## config.mk

```make
export PLATFORM = sky130hd
export DESIGN_NAME = morse_input_sequencer
export DESIGN_NICKNAME = d
export VERILOG_FILES = /design/src/rtl/morse_input_sequencer_pkg.sv /design/src/rtl/morse_input_sequencer_buzzer_timer.sv /design/src/rtl/morse_input_sequencer.sv
export SDC_FILE = /design/constraint.sdc
export NUM_CORES = 1
export LEC_CHECK = 0
export ABC_AREA = 1
export CAP_MARGIN = 30
export CORE_ASPECT_RATIO = 1.4
export CORE_MARGIN = 4
export CORE_UTILIZATION = 40
export DETAILED_ROUTE_END_ITERATION = 10
export PLACE_DENSITY = 0.6
export SKIP_LAST_GASP = 1
export SYNTH_ARGS = -nofsm -noshare
export SYNTH_HDL_FRONTEND = slang
export SYNTH_HIERARCHICAL = 1
export SYNTH_SLANG_ARGS = --single-unit
export TNS_END_PERCENT = 20
```

## constraint.sdc

```tcl
create_clock -name clk -period 2.6 [get_ports clk]
set_clock_uncertainty 0.05 [all_clocks]
set_input_delay 0.39 -clock clk [delete_from_list [all_inputs] [get_ports clk]]
set_output_delay 0.39 -clock clk [all_outputs]
set_load 0.02 [all_outputs]
```

## src/rtl/morse_input_sequencer_pkg.sv

```systemverilog
// Shared types and constants for the Morse input sequencer: FSM states, symbol codes,
// separator word, button bit positions and parameter defaults.
package morse_input_sequencer_pkg;

  typedef enum logic [1:0] {
    ST_IDLE  = 2'd0,
    ST_BUILD = 2'd1,
    ST_REQ   = 2'd2,
    ST_SENT  = 2'd3
  } morse_state_t;

  localparam logic [1:0] SYM_DOT  = 2'b01;
  localparam logic [1:0] SYM_DASH = 2'b10;
  localparam logic [9:0] SEP_WORD = 10'h3FF;

  localparam int DOT_CYC_DEF  = 4;
  localparam int DASH_CYC_DEF = 12;
  localparam int MAX_SYM_DEF  = 5;
  localparam int SLOTS_DEF    = 3;

  // Bit positions in the packed button vector.
  localparam int BTN_DOT   = 0;
  localparam int BTN_DASH  = 1;
  localparam int BTN_SPACE = 2;
  localparam int BTN_END   = 3;
  localparam int BTN_ENTER = 4;
  localparam int BTN_CLEAR = 5;

  function automatic logic [9:0] push_sym(input logic [9:0] seq, input logic [1:0] code);
    return {seq[7:0], code};
  endfunction

endpackage

```

## src/rtl/morse_input_sequencer_buzzer_timer.sv

```systemverilog
// Buzzer timer: a start pulse loads the dot or dash length and lights the matching buzzer;
// a restart always switches off the other buzzer so both are never high together.
module morse_buzzer_timer
  import morse_input_sequencer_pkg::*;
#(
  parameter int DOT_CYC  = DOT_CYC_DEF,
  parameter int DASH_CYC = DASH_CYC_DEF
) (
  input  logic clk,
  input  logic rst_n,
  input  logic start,
  input  logic is_dash,
  output logic dot_buzzer,
  output logic dash_buzzer
);

  localparam int LONGEST = (DASH_CYC > DOT_CYC) ? DASH_CYC : DOT_CYC;
  localparam int CW      = $clog2(LONGEST + 1);
  localparam logic [CW-1:0] DOT_LOAD  = CW'(DOT_CYC - 1);
  localparam logic [CW-1:0] DASH_LOAD = CW'(DASH_CYC - 1);
  localparam logic [CW-1:0] ONE       = CW'(1);

  logic [CW-1:0] remain;

  // The start clock itself is the first buzzer clock, hence the length-1 load.
  always_ff @(posedge clk or negedge rst_n) begin
    if (!rst_n) begin
      remain      <= '0;
      dot_buzzer  <= 1'b0;
      dash_buzzer <= 1'b0;
    end else if (start) begin
      remain      <= is_dash ? DASH_LOAD : DOT_LOAD;
      dot_buzzer  <= !is_dash;
      dash_buzzer <= is_dash;
    end else if (remain != '0) begin
      remain <= remain - ONE;
    end else begin
      dot_buzzer  <= 1'b0;
      dash_buzzer <= 1'b0;
    end
  end

endmodule

```

## src/rtl/morse_input_sequencer.sv

```systemverilog
// Morse input sequencer: edge-detects six buttons, builds a symbol sequence, stores finished
// sequences into slots and hands the slot bank to a translator via a request/ack handshake.
module morse_input_sequencer
  import morse_input_sequencer_pkg::*;
#(
  parameter int DOT_CYC  = DOT_CYC_DEF,
  parameter int DASH_CYC = DASH_CYC_DEF,
  parameter int MAX_SYM  = MAX_SYM_DEF,
  parameter int SLOTS    = SLOTS_DEF
) (
  input  logic               clk,
  input  logic               Reset_n,
  input  logic               Dot,
  input  logic               Dash,
  input  logic               Space,
  input  logic               EndSeq,
  input  logic               Enter,
  input  logic               Clear,
  input  logic               trans_ack,
  output logic               dot_buzzer,
  output logic               dash_buzzer,
  output logic [9:0]         cur_seq,
  output logic [SLOTS*10-1:0] store_seqs,
  output logic [1:0]         slot_cnt,
  output logic               store_wr,
  output logic               trans_req,
  output logic               sent,
  output logic               overflow,
  output morse_state_t       fsm_state
);

  localparam int SCW = $clog2(MAX_SYM + 1);
  localparam logic [SCW-1:0] MAX_SYM_L = SCW'(MAX_SYM);
  localparam logic [SCW-1:0] SYM_ONE   = SCW'(1);
  localparam logic [1:0]     SLOTS_L   = 2'(SLOTS);

  morse_state_t state, state_n;

  logic [5:0]     btn_raw, btn_smp, btn_prev, btn_edge;
  logic [9:0]     cur_seq_n;
  logic [SCW-1:0] sym_cnt, sym_cnt_n;
  logic [9:0]     slots [SLOTS];
  logic [9:0]     slots_n [SLOTS];
  logic [1:0]     wc;
  logic           overflow_n, store_wr_n, trans_req_n;
  logic           sep_pend, sep_pend_n;
  logic           buzz_start, buzz_dash;

  assign btn_raw  = {Clear, Enter, EndSeq, Space, Dash, Dot};
  assign btn_edge = btn_smp & ~btn_prev;

  assign sent      = (state == ST_SENT);
  assign fsm_state = state;

  for (genvar g = 0; g < SLOTS; g++) begin : g_pack
    assign store_seqs[g*10 +: 10] = slots[g];
  end

  always_ff @(posedge clk or negedge Reset_n) begin
    if (!Reset_n) begin
      state     <= ST_IDLE;
      btn_smp   <= '0;
      btn_prev  <= '0;
      cur_seq   <= '0;
      sym_cnt   <= '0;
      slot_cnt  <= '0;
      store_wr  <= 1'b0;
      trans_req <= 1'b0;
      overflow  <= 1'b0;
      sep_pend  <= 1'b0;
      for (int i = 0; i < SLOTS; i++) slots[i] <= '0;
    end else begin
      state     <= state_n;
      btn_smp   <= btn_raw;
      btn_prev  <= btn_smp;
      cur_seq   <= cur_seq_n;
      sym_cnt   <= sym_cnt_n;
      slot_cnt  <= wc;
      store_wr  <= store_wr_n;
      trans_req <= trans_req_n;
      overflow  <= overflow_n;
      sep_pend  <= sep_pend_n;
      for (int i = 0; i < SLOTS; i++) slots[i] <= slots_n[i];
    end
  end

  // Handshake: trans_req is a level held from the clock after Enter takes effect until
  // trans_ack is seen as a one-cycle pulse while trans_req is high; acks at any other time
  // are ignored. wc is the running slot count, so a pending separator and a same-clock
  // commit land in consecutive slots.
  always_comb begin
    state_n    = state;
    cur_seq_n  = cur_seq;
    sym_cnt_n  = sym_cnt;
    slots_n    = slots;
    wc         = slot_cnt;
    overflow_n = overflow;
    sep_pend_n = 1'b0;
    store_wr_n = 1'b0;
    buzz_start = 1'b0;
    buzz_dash  = 1'b0;

    unique case (state)
      ST_IDLE, ST_BUILD: begin
        if (sep_pend && wc < SLOTS_L) begin
          slots_n[wc] = SEP_WORD;
          wc          = wc + 2'd1;
          store_wr_n  = 1'b1;
        end

        if (btn_edge[BTN_CLEAR]) begin
          cur_seq_n  = '0;
          sym_cnt_n  = '0;
          overflow_n = 1'b0;
          state_n    = ST_IDLE;
        end else if (btn_edge[BTN_ENTER]) begin
          if (wc != 2'd0 || sym_cnt != '0) begin
            if (sym_cnt != '0) begin
              if (wc < SLOTS_L) begin
                slots_n[wc] = cur_seq;
                wc          = wc + 2'd1;
                store_wr_n  = 1'b1;
              end else begin
                overflow_n = 1'b1;
              end
              cur_seq_n = '0;
              sym_cnt_n = '0;
            end
            state_n = ST_REQ;
          end
        end else if (btn_edge[BTN_END]) begin
          if (sym_cnt != '0) begin
            if (wc < SLOTS_L) begin
              slots_n[wc] = cur_seq;
              wc          = wc + 2'd1;
              store_wr_n  = 1'b1;
            end else begin
              overflow_n = 1'b1;
            end
            cur_seq_n = '0;
            sym_cnt_n = '0;
            state_n   = ST_IDLE;
          end
        end else if (btn_edge[BTN_SPACE]) begin
          if (wc < SLOTS_L) begin
            if (sym_cnt != '0) begin
              slots_n[wc] = cur_seq;
              wc          = wc + 2'd1;
              store_wr_n  = 1'b1;
              cur_seq_n   = '0;
              sym_cnt_n   = '0;
              state_n     = ST_IDLE;
              sep_pend_n  = (wc < SLOTS_L);
            end else begin
              slots_n[wc] = SEP_WORD;
              wc          = wc + 2'd1;
              store_wr_n  = 1'b1;
            end
          end
        end else if (btn_edge[BTN_DASH] || btn_edge[BTN_DOT]) begin
          if (sym_cnt == MAX_SYM_L) begin
            overflow_n = 1'b1;
          end else begin
            cur_seq_n  = push_sym(cur_seq, btn_edge[BTN_DASH] ? SYM_DASH : SYM_DOT);
            sym_cnt_n  = sym_cnt + SYM_ONE;
            buzz_start = 1'b1;
            buzz_dash  = btn_edge[BTN_DASH];
            state_n    = ST_BUILD;
          end
        end
      end

      ST_REQ: begin
        if (trans_req && trans_ack) state_n = ST_SENT;
      end

      ST_SENT: begin
        for (int i = 0; i < SLOTS; i++) slots_n[i] = '0;
        wc         = 2'd0;
        cur_seq_n  = '0;
        sym_cnt_n  = '0;
        overflow_n = 1'b0;
        state_n    = ST_IDLE;
      end

      default: state_n = ST_IDLE;
    endcase

    trans_req_n = (state == ST_REQ) && (state_n == ST_REQ);
  end

  morse_buzzer_timer #(
    .DOT_CYC  (DOT_CYC),
    .DASH_CYC (DASH_CYC)
  ) u_buzzer (
    .clk         (clk),
    .rst_n       (Reset_n),
    .start       (buzz_start),
    .is_dash     (buzz_dash),
    .dot_buzzer  (dot_buzzer),
    .dash_buzzer (dash_buzzer)
  );

endmodule

```

==> impl_summary.txt, run 1 <==
----------------------------------------------------
[Critical path]
  Worst EP arrival ... 2030 ps
  Crit start category ... register
  Setup slack of the worst register-to-register path ... 300 ps
  Cell-by-cell trace of the critical path ... nand2_1, inv_1, clkdlybuf4s50_1
  Reg2reg path depth ... 10
  Worst path max stage delay ... 660 ps
  Largest fanout on the critical path ... 7
  Setup Crit Path Kind ... register to output pin
  Capturing element type of the critical path ... output pin
  Worst path required time ... 2160 ps
  Worst reg2reg path endpoint ... store_seqs[6]
  Beginning of the worst register-to-register path ... slot_cnt[0]
  Critical-path cell with the highest stage delay ... sky130_fd_sc_hd__clkdlybuf4s50_1

[Finish]
  Finished Core Util ... 0.5225
  Area taken by multi-input logic gates ... 2024 um^2
  Number of diodes ... 0
  # nets final ... 643
  Fraction of final layout cells with drive strength greater than 1 ... 0.1206
  P&R area growth vs syn ... 27.24%
  Number of fill cells in the layout ... 997
  FF/Latch Area ... 1727 um^2

[Global routing]
  GR Overflow Total ... 0
  Global routing usage summed across all routing layers ... 0.2119
  First-pass GRT wire length ... 19.56 mm
  Antenna violations before repair ... 0
  Pin count of the biggest net entering global routing ... 28
  Vias in the first global route ... 3825

[Synth]
  Mapped Nets ... 569
  Largest area contributor in the netlist ... sky130_fd_sc_hd__dfrtp_1
  Number of enable flip-flop cells after synthesis ... 0
  Ys flop type ... sky130_fd_sc_hd__dfrtp_1
  Flop and latch count out of synthesis ... 69
  Most repeated cell in the gate-level netlist after synthesis ... sky130_fd_sc_hd__nand2_1
  Leading post-synthesis cells by cell area ... sky130_fd_sc_hd__dfrtp_1 42%, sky130_fd_sc_hd__nand2_1 14%, sky130_fd_sc_hd__inv_1 5.8%
  Number of synthesis warnings ... 6
  Number of distinct library cell variants in the gate-level netlist after synthesis ... 32
  Seq/Total Area, Yosys ... 0.4247
  Synth top area share ... 0.4247
  Netlist area before placement ... 4065 um^2
  Fraction of registers with async set/reset ... 1.000
  Avg Synthesized Cell Area ... 7.378 um^2
  Most instantiated cells after synthesis ... 153 x sky130_fd_sc_hd__nand2_1, 69 x sky130_fd_sc_hd__dfrtp_1, 63 x sky130_fd_sc_hd__inv_1, 59 x sky130_fd_sc_hd__nor2_1, 45 x sky130_fd_sc_hd__nand3_1
  Mapped Cells ... 551

[Floorplan]
  Die H ... 127.3 um
  Core area ... 9899 um^2
  Number of I/O pins ... 59
  Number of cell rows ... 43
  Initial cell density of the core ... 0.4106
  Die X-Extent ... 93.20 um
  Die ar. ... 11860 um^2

[Detailed routing]
  Routed wirelength normalized by instance count ... 15.46 um
  TritonRoute pass-1 iters ... 4
  Drt first-iter violations ... 190
  Number of DRC violations after detailed routing ... 0
  Drt via density ... 5.092
  Antenna violation net count after detailed routing ... 0
  Number of vias in the routed layout ... 3895
  Aggregate routed wire length ... 11.83 mm

[Timing]
  Final Hold Vio Count ... 0
  Transition time at the pin with the least slew margin ... 495.9 ps
  Max-slew violation count ... 0
  Final Worst Setup Slack ... 129.8 ps
  Post-route fraction of the period consumed by the critical path ... 0.9501
  Hold Slack ... 320.3 ps
  Number of setup violations in the final report ... 0
  Min Clock Period, post-route ... 2470 ps
  Setup Total Neg Slack ... 0 ps
  RSZ-0062 raised after global routing ... false
  Worst-case headroom to the max-slew limit ... 0.6694
  Maximum clock rate ... 404.8 MHz

[Min path]
  Hold Path Class ... register to register
  Origin of the worst min-delay path ... btn_smp[3]
  Destination of the worst hold path ... btn_prev[3]
  Worst Hold Depth ... 0

[Power]
  Peak supply drop ... 679.4 uV
  Power density relative to cell area ... 1237 nW/um^2
  Total power ... 6.400 mW
  Leakage component of the power ... 2.549 nW

[Clocking]
  Post-cts resize count ... 0
  Clock tree from TritonCTS ... done
  Total clock buffers created by CTS ... 9
  Insertion delay of the later-clocked pin in the worst-skew pair ... 340 ps
  Clock root buffer ... sky130_fd_sc_hd__clkbuf_16
  H-Tree Level Count ... 3
  CTS sink cnt ... 69
  Buffer depth of the longest clock path ... 2
  Post-CTS clock slew at the launch and capture registers of the worst setup and hold paths ... 60 ps

[Placement]
  Final HPWL DP ... 9.074 mm
  Placer congestion estimate ... 0.9857
  Worst Setup Slack post-DPL ... 325.4 ps
  Number of buffers added on ports ... 58

[Run]
  Max cap viols ... 0

[Outcome]
  Run status ... finished, final reports clean

----------------------------------------------------
-- power breakdown --
group          internal, mW  total [mW]  leakage (nW)  switching [mW]
Sequential             1.43        1.77         0.883           0.342
Combinational          1.26        3.40          1.52            2.14
Clock                 0.770        1.23         0.146           0.463
-- worst max-delay path: cells and delay by family (launching register included) --
family | cells | cell delay (ps)
simple gates | 1 | 190
flops | 1 | 570
buf+inv | 2 | 920
-- cell type report --
class                           count  area share
Clock buffer                       11     0.04693
Tap cell                          135     0.03266
Timing Repair Buffer               73      0.1335
Sequential cell                    69      0.3338
Clock inverter                      5     0.01161
Inverter                           69     0.05007
Multi-Input combinational cell    403      0.3914
-- worst max-delay path by stage --
| stage | start | endpoint | slack [ps] | cells past startpoint |
|---|---|---|---|---|
| after detailed placement | slot_cnt[0] | store_seqs[0] | 330 | 10 |
| after global routing | fsm_state[1] | sent | 40 | 3 |
| after CTS | fsm_state[1] | sent | 150 | 3 |
| after floorplan | slot_cnt[0] | store_seqs[10] | 490 | 10 |
| final | fsm_state[1] | sent | 130 | 3 |
| after global placement | slot_cnt[0] | store_seqs[0] | 380 | 10 |
-- cells in the final DEF (no fill, tap or decap), drive strengths merged, types with 6 or more instances in the layout --
cell           count
nand4              6
buf               15
nand3             49
dfrtp             69
nor3               6
nor2              69
inv               69
o21ai             50
a21oi             23
o211ai            11
clkbuf            11
ha                 9
nand2            168
clkdlybuf4s50     57
-- sequential cells by signal, indices dropped and copies added (netlist names) --
name,cells
fsm_state,2
sep_pend,1
u_buzzer/dash_buzzer,1
cur_seq,10
btn_prev,6
overflow,1
store_wr,1
trans_req,1
store_seqs,30
btn_smp,6
u_buzzer/dot_buzzer,1
slot_cnt,2
u_buzzer/remain,4
sym_cnt,3
-- timing repair --
item                                    4_1_cts  5_1_grt
hold endpoints to repair                     20        0
hold buffers                                  1        0
setup buffers                                 0        0
endpoints found under the setup margin        0        0
-- logic make-up (layout without fill, tap and decap cells) --
family                   after synthesis  after routing  share of synthesized area
AO/OA/AOI/OAI                         92             92                     0.1324
AND/OR/NAND/NOR                      300            300                     0.3336
XOR/XNOR                               2              2                   0.004310
flip-flops                            69             69                     0.4247
adder cells (fa/ha/maj)                9              9                    0.02770
buffers and inverters                 79            158                    0.07725
-- metal layers --
layer	track usage	wire length [um]
met1	0.2606	5134
met2	0.3644	5993
met5	0	0
met3	0.03180	334
met4	0.09577	362
-- stage by stage --
| stage | instance area (um^2) | instances |
|---|---|---|
| CTS | 5172 | 765 |
| global route | 5172 | 765 |
| floorplan | 4065 | 551 |
| global placement | 4860 | 748 |
| detailed placement | 4860 | 748 |
| finish | 5172 | 765 |
No activity file was read; power rests on OpenSTA's default activity.
==> inputs of run 2 (changes only) <==
Settings changed: CORE_MARGIN 4 to 2, RECOVER_POWER set to 50.
==> impl_summary.txt, run 2 (synthesis results as in run 1) <==
----------------------------------------------------
[Critical path]
  Worst EP arrival ... 1850 ps (-180 ps)
  Critical-path cell with the highest stage delay ... sky130_fd_sc_hd__clkdlybuf4s50_1
  Capturing element type of the critical path ... output pin
  Cell-by-cell trace of the critical path ... nand2_1, inv_1, clkdlybuf4s50_1
  Cell type group with the largest total delay on the critical path ... buffers and inverters
  Number of buffer and inverter stages on the critical path ... 2 (unchanged)
  Beginning of the worst register-to-register path ... slot_cnt[0]
  Worst setup startpoint ... fsm_state[0]
  Worst path max stage delay ... 650 ps (about the same)
  Worst path required time ... 2160 ps (about the same)
  Largest fanout on the critical path ... 7 (unchanged)
  Setup Crit Path Kind ... register to output pin
  Crit start category ... register
  Setup slack of the worst register-to-register path ... 320 ps (+20 ps)

[Run]
  Max cap viols ... 0 (unchanged)

[Clocking]
  Buffer depth of the longest clock path ... 2 (unchanged)
  Clock tree from TritonCTS ... done
  Post-CTS Hold Buffers ... 0 (-1)
  Post-cts resize count ... 0 (unchanged)
  Insertion delay of the later-clocked pin in the worst-skew pair ... 340 ps (about the same)
  Total clock buffers created by CTS ... 9 (unchanged)
  Number of post-CTS setup repair buffers ... 0 (unchanged)
  Post-CTS clock slew at the launch and capture registers of the worst setup and hold paths ... 60 ps (about the same)
  CTS sink cnt ... 69 (unchanged)
  Clock root buffer ... sky130_fd_sc_hd__clkbuf_16
  H-Tree Level Count ... 3 (unchanged)

[Detailed routing]
  TritonRoute pass-1 iters ... 4 (unchanged)
  Number of vias in the routed layout ... 3834 (-1.6%)
  Aggregate routed wire length ... 11.55 mm (-2.4%)
  Antenna violation net count after detailed routing ... 0 (unchanged)
  Number of DRC violations after detailed routing ... 0 (unchanged)
  Drt first-iter violations ... 223 (+17%)
  Drt via density ... 5.031 (-1.2%)
  Routed wirelength normalized by instance count ... 15.15 um (-2.0%)

[Floorplan]
  Die H ... 123.3 um (-3.1%)
  Core area ... 9899 um^2 (unchanged)
  Number of cell rows ... 43 (unchanged)
  Die ar. ... 11000 um^2 (-7.3%)
  Initial cell density of the core ... 0.4106 (unchanged)
  Number of I/O pins ... 59 (unchanged)
  Die X-Extent ... 89.20 um (-4.3%)

[Power]
  Power density relative to cell area ... 1259 nW/um^2 (+1.7%)
  Total power ... 6.525 mW (+2.0%)
  Leakage component of the power ... 2.586 nW (+1.5%)
  Peak supply drop ... 489.6 uV (-28%)

[Placement]
  Number of buffers added on ports ... 58 (unchanged)
  Cell area after placement ... 4845 um^2 (-0.31%)
  Final HPWL DP ... 8.908 mm (-1.8%)
  Placer congestion estimate ... 0.9503 (-3.6%)

[Global routing]
  GRT busiest layer ... met2
  Global routing usage summed across all routing layers ... 0.2229 (+0.01099)
  Pin count of the biggest net entering global routing ... 28 (unchanged)
  Grt met2 use ... 0.3731 (+0.008702)
  Met3 Use GR ... 0.03538 (+0.003578)
  Met1 track demand over resource ... 0.2736 (+0.01302)
  Antenna violations before repair ... 0 (unchanged)
  GR Overflow Total ... 0 (unchanged)
  First-pass GRT wire length ... 18.50 mm (-5.4%)
  Vias in the first global route ... 3731 (-2.5%)

[Timing]
  Maximum clock rate ... 437.2 MHz (+8.0%)
  Number of setup violations in the final report ... 0 (unchanged)
  Transition time at the pin with the least slew margin ... 1384 ps (+888.2 ps)
  Final Hold Vio Count ... 0 (unchanged)
  Worst-case headroom to the max-slew limit ... 0.07727 (-0.5922)
  Max-slew violation count ... 0 (unchanged)
  Setup Total Neg Slack ... 0 ps (unchanged)
  Min Clock Period, post-route ... 2287 ps (-182.8 ps)
  RSZ-0062 raised after global routing ... false
  Post-route fraction of the period consumed by the critical path ... 0.8798 (-0.07030)

[Finish]
  Flip-flop count of the largest register, all copies and words added ... 30 (unchanged)
  Most used cells in the layout excluding fill and tap cells ... 153 x sky130_fd_sc_hd__nand2_1, 69 x sky130_fd_sc_hd__dfrtp_1, 63 x sky130_fd_sc_hd__inv_1
  # nets final ... 640 (-0.47%)
  Post-route cell area ... 5184 um^2 (+0.22%)
  Finished Core Util ... 0.5236 (+0.001138)
  Number of fill cells in the layout ... 1005 (+0.80%)
  Fraction of final layout cells with drive strength greater than 1 ... 0.1180 (-0.002613)
  P&R area growth vs syn ... 27.52%
  Number of diodes ... 0 (unchanged)
  Most common cell after layout, fill and taps aside ... sky130_fd_sc_hd__nand2_1

[Min path]
  Hold Path Class ... input pin to asynchronous set/reset pin

[Outcome]
  Run status ... finished, final reports clean

----------------------------------------------------
==> run 2: cell count changes in the layout (fill, tap and decap cells not counted) <==
cell | before | now
sky130_fd_sc_hd__buf_2 | 1 | 0
sky130_fd_sc_hd__buf_4 | 14 | 10
sky130_fd_sc_hd__bufinv_16 | 1 | 2
sky130_fd_sc_hd__clkbuf_2 | 0 | 2
sky130_fd_sc_hd__clkbuf_8 | 1 | 4
sky130_fd_sc_hd__clkdlybuf4s50_1 | 57 | 39
sky130_fd_sc_hd__clkinv_4 | 2 | 0
sky130_fd_sc_hd__clkinvlp_4 | 1 | 0
sky130_fd_sc_hd__dlygate4sd3_1 | 1 | 18
==> run 2: through the flow <==
step / worst slack, ps / hold slack [ps] / std cells
CTS: 300.3 / 17.72 / 762
detailed placement: 361.5 / 313.5 / 746
global route: 92.15 / 334.7 / 762
floorplan: 487.5 / 44.41 / 551
finish: 312.6 / 311.7 / 762
global placement: 394.4 / 309.4 / 746
==> run 2: report_power, final <==
group	switching [mW]	internal, mW
Clock	0.452	0.942
Sequential	0.325	1.43
Combinational	2.13	1.25
Total	2.91	3.61
==> run 2: worst paths after layout <==
kind	end	depth (start not counted)
worst min-delay path	btn_smp[1]	1
worst max-delay path	sent	3
min in group clk	btn_prev[0]	0
worst min register to register	btn_prev[0]	0
max in group asynchronous	store_seqs[22]	2
worst max register to register	store_seqs[0]	10
==> run 2: final cells by class <==
class | count | area (um^2) | share of cell area
clock buffers | 13 | 280.3 | 0.05407
clock inverters | 3 | 65.06 | 0.01255
inverters | 69 | 259.0 | 0.04996
multi-input cells | 403 | 2024 | 0.3905
flip-flops and latches | 69 | 1727 | 0.3331
well taps | 135 | 168.9 | 0.03259
repair buffers | 70 | 659.4 | 0.1272
==> run 2: layer usage <==
layer | part of all wire | vias to the layer above | routed length [um]
met5 | 0 | - | 0
met4 | 0.031 | 0 | 355
met3 | 0.034 | 27 | 393
met2 | 0.51 | 91 | 5831
met1 | 0.43 | 1791 | 4965
li1 | - | 1925 | -
==> run 2: worst reg2reg max path: stages (launching register included) <==
cell and delay, ps:
sky130_fd_sc_hd__dfrtp_1 470, sky130_fd_sc_hd__inv_1 140, sky130_fd_sc_hd__ha_1 330, sky130_fd_sc_hd__inv_1 60
sky130_fd_sc_hd__nand3_1 60, sky130_fd_sc_hd__nand2_1 160, sky130_fd_sc_hd__nand2_1 160, sky130_fd_sc_hd__nor2_1 290
sky130_fd_sc_hd__nand3_1 180, sky130_fd_sc_hd__o211ai_1 210, sky130_fd_sc_hd__nand2_1 70
==> inputs of run 3 (changes only) <==
Settings changed: CAP_MARGIN 30 to 40, CORE_UTILIZATION 40 to 50, PLACE_DENSITY 0.6 to 0.72, RECOVER_POWER 50 to 100.
==> impl_summary.txt, run 3 (synthesis results as in run 1) <==
----------------------------------------------------
[Timing]
  Final Hold Vio Count ... 0 (unchanged)
  Maximum clock rate ... 423.4 MHz (-3.2%)
  Min Clock Period, post-route ... 2362 ps (+74.58 ps)
  Max-slew violation count ... 33 (+33)
  RSZ-0062 raised after global routing ... false
  Number of setup violations in the final report ... 0 (unchanged)
  Setup Total Neg Slack ... 0 ps (unchanged)
  Post-route fraction of the period consumed by the critical path ... 0.9085 (+0.02868)
  Worst-case headroom to the max-slew limit ... -0.1822 (-0.2595)
  Hold Slack ... 324.2 ps (+12.49 ps)
  Transition time at the pin with the least slew margin ... 1773 ps (+389.2 ps)

[Detailed routing]
  Number of vias in the routed layout ... 3899 (+1.7%)
  Number of DRC violations after detailed routing ... 0 (unchanged)
  Drt via density ... 5.371 (+6.7%)
  Routed wirelength normalized by instance count ... 15.86 um (+4.7%)
  Antenna violation net count after detailed routing ... 0 (unchanged)
  TritonRoute pass-1 iters ... 5 (+1)
  Drt first-iter violations ... 236 (+5.8%)
  Aggregate routed wire length ... 11.51 mm (-0.29%)

[Power]
  Combinational power share ... 0.540 (+0.022)
  Int Power ... 3.197 mW (-12%)
  Leakage component of the power ... 2.613 nW (+1.0%)
  Power density relative to cell area ... 1209 nW/um^2 (-3.9%)
  Sequential Power Share ... 0.285 (+0.016)
  Part of the power in the clock network ... 0.174 (-0.040)
  Proportion of total power due to net switching ... 0.4716 (+0.02563)
  Total power ... 6.051 mW (-7.3%)
  Peak supply drop ... 595.4 uV (+22%)
  Net switching power ... 2.854 mW (-1.9%)

[Floorplan]
  Core area ... 7845 um^2 (-21%)
  Die H ... 110.7 um (-10%)
  Number of I/O pins ... 59 (unchanged)
  Die X-Extent ... 80.21 um (-10%)
  Die ar. ... 8878 um^2 (-19%)
  Number of cell rows ... 38 (-12%)
  Initial cell density of the core ... 0.5182 (+0.1075)

[Clocking]
  Buffer depth of the longest clock path ... 2 (unchanged)
  Clock tree from TritonCTS ... done
  Insertion delay of the later-clocked pin in the worst-skew pair ... 360 ps (+20 ps)
  Clock root buffer ... sky130_fd_sc_hd__clkbuf_8
  Total clock buffers created by CTS ... 9 (unchanged)
  Post-CTS Hold Buffers ... 0 (unchanged)
  H-Tree Level Count ... 3 (unchanged)
  Post-cts resize count ... 0 (unchanged)
  CTS sink cnt ... 69 (unchanged)
  Post-CTS clock slew at the launch and capture registers of the worst setup and hold paths ... 70 ps (about the same)
  Number of post-CTS setup repair buffers ... 0 (unchanged)

[Placement]
  Placer congestion estimate ... 0.9996 (+5.2%)
  Final HPWL DP ... 8.764 mm (-1.6%)
  Number of buffers added on ports ... 58 (unchanged)

[Global routing]
  Vias in the first global route ... 3870 (+3.7%)
  First-pass GRT wire length ... 19.09 mm (+3.2%)
  Global routing usage summed across all routing layers ... 0.2782 (+0.05527)
  Antenna violations before repair ... 0 (unchanged)
  Pin count of the biggest net entering global routing ... 38 (+36%)
  GR Overflow Total ... 0 (unchanged)

[Critical path]
  Cell-by-cell trace of the critical path ... buf_4, nand2_1, inv_1, dlygate4sd3_1
  Largest fanout on the critical path ... 11 (+4)
  Worst path required time ... 2160 ps (about the same)
  Worst path max stage delay ... 710 ps (+60 ps)
  Capturing element type of the critical path ... output pin
  Setup Crit Path Kind ... register to output pin
  Setup slack of the worst register-to-register path ... 280 ps (-40 ps)
  Crit start category ... register
  Critical-path cell with the highest stage delay ... sky130_fd_sc_hd__dlygate4sd3_1
  Worst EP arrival ... 1920 ps (+70 ps)

[Run]
  Max cap viols ... 1 (+1)

[Finish]
  Number of diodes ... 0 (unchanged)
  # nets final ... 640 (unchanged)
  FF/Latch Area ... 1727 um^2 (unchanged)
  Area taken by multi-input logic gates ... 1986 um^2 (-1.9%)
  Most used cells in the layout excluding fill and tap cells ... 159 x sky130_fd_sc_hd__nand2_1, 69 x sky130_fd_sc_hd__dfrtp_1, 67 x sky130_fd_sc_hd__inv_1
  Flip-flop count of the largest register, all copies and words added ... 30 (unchanged)
  P&R area growth vs syn ... 23.11%
  Fraction of final layout cells with drive strength greater than 1 ... 0.09265 (-0.02537)
  Number of fill cells in the layout ... 753 (-25%)
  Most common cell after layout, fill and taps aside ... sky130_fd_sc_hd__nand2_1

[Min path]
  Hold Path Class ... register to register

[Outcome]
  Run status ... finished, violations left
  Violated checks ... capacitance limit, slew limit

----------------------------------------------------
==> run 3: worst paths after layout <==
kind / from / end / depth (start not counted)
max: fsm_state[1] / sent / 4
min: btn_smp[2] / btn_prev[2] / 0
max reg2reg: slot_cnt[0] / cur_seq[7] / 10
min reg2reg: btn_smp[2] / btn_prev[2] / 0
max in group asynchronous: Reset_n / store_seqs[2] / 1
min in group asynchronous: Reset_n / btn_smp[0] / 1
==> run 3: power groups by stage <==
stage | clock (mW) | combinational, mW | sequential (mW)
after floorplan | 0 | 1.88 | 2.06
after global placement | 0 | 3.38 | 1.75
after detailed placement | 0 | 3.41 | 1.76
after CTS | 1.07 | 3.43 | 1.74
after global routing | 1.12 | 3.62 | 1.79
final | 1.05 | 3.27 | 1.73
==> run 3: worst max-delay path: cells and delay by family (launching register included) <==
| family | cells | cell delay, ps |
|---|---|---|
| AND/OR/NAND/NOR | 1 | 110 |
| flip-flops | 1 | 350 |
| buffers and inverters | 3 | 1100 |
==> run 3: area by class of cell <==
class	count	area share
Clock buffer	9	0.02475
Timing Repair Buffer	70	0.1345
Clock inverter	6	0.02225
Tap cell	100	0.02500
Sequential cell	69	0.3450
Inverter	69	0.05175
Multi-Input combinational cell	403	0.3967
==> run 3: per-stage QoR <==
step             util  instance area (um^2)  cells  setup slack [ps]
2_1_floorplan       -                  4065    551             487.5
3_3_place_gp   0.6136                  4813    711             424.8
3_5_place_dp   0.6136                  4813    711             375.6
4_1_cts        0.6435                  5049    726             287.8
5_1_grt        0.6380                  5005    726             72.81
6_report       0.6380                  5005    726             238.0
==> run 3: per-layer routing <==
layer  routed length, um  global-route usage  vias to the layer above
met2                5897              0.4767                      111
met3                 480             0.03339                       23
li1                    -                   -                     1911
met1                4798              0.3383                     1854
met4                 335              0.1367                        0
met5                   0                   0                        -
==> patch: new RTL, flow settings as in run 1 <==
Reset style: synchronous (`Reset_n` and `rst_n`), changed in 2 clocked blocks.
--- a/src/rtl/morse_input_sequencer_buzzer_timer.sv
+++ b/src/rtl/morse_input_sequencer_buzzer_timer.sv
@@ -23,7 +23,7 @@
   logic [CW-1:0] remain;
 
   // The start clock itself is the first buzzer clock, hence the length-1 load.
-  always_ff @(posedge clk or negedge rst_n) begin
+  always_ff @(posedge clk) begin
     if (!rst_n) begin
       remain      <= '0;
       dot_buzzer  <= 1'b0;
--- a/src/rtl/morse_input_sequencer.sv
+++ b/src/rtl/morse_input_sequencer.sv
@@ -56,7 +56,7 @@
     assign store_seqs[g*10 +: 10] = slots[g];
   end
 
-  always_ff @(posedge clk or negedge Reset_n) begin
+  always_ff @(posedge clk) begin
     if (!Reset_n) begin
       state     <= ST_IDLE;
       btn_smp   <= '0;
Function: differs if Reset_n is asserted again (counterexample within 4 cycles, from zero or initial values and one cycle with Reset_n low); with Reset_n held inactive, the same outputs for 4 cycles.
==> patch against run 1 <==
Utilization up 0.95 points; synthesized area down 11%; highest routed layer unchanged; final area down 10%; routed wire length down 15%; first-iteration DRC count up 5.3%; sequential cell count unchanged; worst hold slack better by 52 ps; worst setup slack better by 140 ps.
Power is not compared: it rests on default switching activity, and its combinational part moved more than twofold at a synthesized area within 25%.
==> patch: results (changes against run 1) <==
worst slack at placement=279 ps (-46.2 ps); placed inst area=0.00433 mm^2 (-11%); vias in the first global route=3459 (-9.6%); Mapped Cells=533 (-3.3%); Min Hold Slack=372 ps (+51.5 ps); Worst Hold End=btn_prev[3]; Seq/Total Area, Yosys=38.1% (-4.3 points); Seq. cell area=0.00138 mm^2 (-20%); Total GRT Usage=19.9% (-1.3 points); Slowest cell on crit path=dfxtp_1; DR iter-0 viols=200 (+5.3%); run status=finished, final reports clean; multi-input gates=376 (-6.7%); pin count of the biggest net entering global routing=27 (-3.6%); share of cells above drive strength 1=11.3% (-0.79 points); CP Data Arrival Time=2560 ps (+530 ps); fin worst setup slack=271 ps (+141 ps); DR vias/cell=5.09 (about the same); area share of buffers outside the clock network=13.7% (+0.31 points); Netlist cell types=37 (+16%); inverters=77 (+12%); R2R cell count=12 (+2); fillers=894 (-10%); first drt pass iteration count=5 (+1); clk tree area frac=6.64% (+0.79 points); Max-slew headroom=64.3% (-2.6 points); routed vias=3607 (-7.4%); first-pass GRT wire length=16.5 mm (-16%); Top Family by Delay on Critical Path=simple AND/OR/NAND/NOR gates; Final nets=616 (-4.2%); most common library cells after synthesis=nand2_1 (138), dfxtp_1 (69), inv_1 (68), nor2_1 (60), a21oi_1 (31)
## patch: cell count changes after synthesis, moves of 9 or more
cell / change
a21oi_1: +9
dfrtp_1: -69
dfxtp_1: +69
nand2_1: -15
nand3_1: -17
o211ai_1: -11
## patch: cells by family after synthesis
kind of cell / Yosys count / synth area share, %
AOI/OAI and AO/OA: 92 / 14.4
adders and majority gates: 9 / 3.11
and+or+nand+nor: 273 / 34.1
DFF: 69 / 38.1
xor gates and xnor gates: 2 / 0.484
buffers and inverters: 88 / 9.78
## patch: routing by layer
metal / wire, um / GRT usage, % / part of all wire [%] / vias to the layer above
met2: 5240 / 34.4 / 52 / 102
met1: 3990 / 22.2 / 40 / 1646
met3: 461 / 3.75 / 4.6 / 37
met5: 0 / 0 / 0 / -
li1: - / - / - / 1822
met4: 393 / 11.2 / 3.9 / 0
## patch: report_power, final
part	internal, uW	switching (uW)
clock	834	440
sequential	1200	124
combinational	451	761
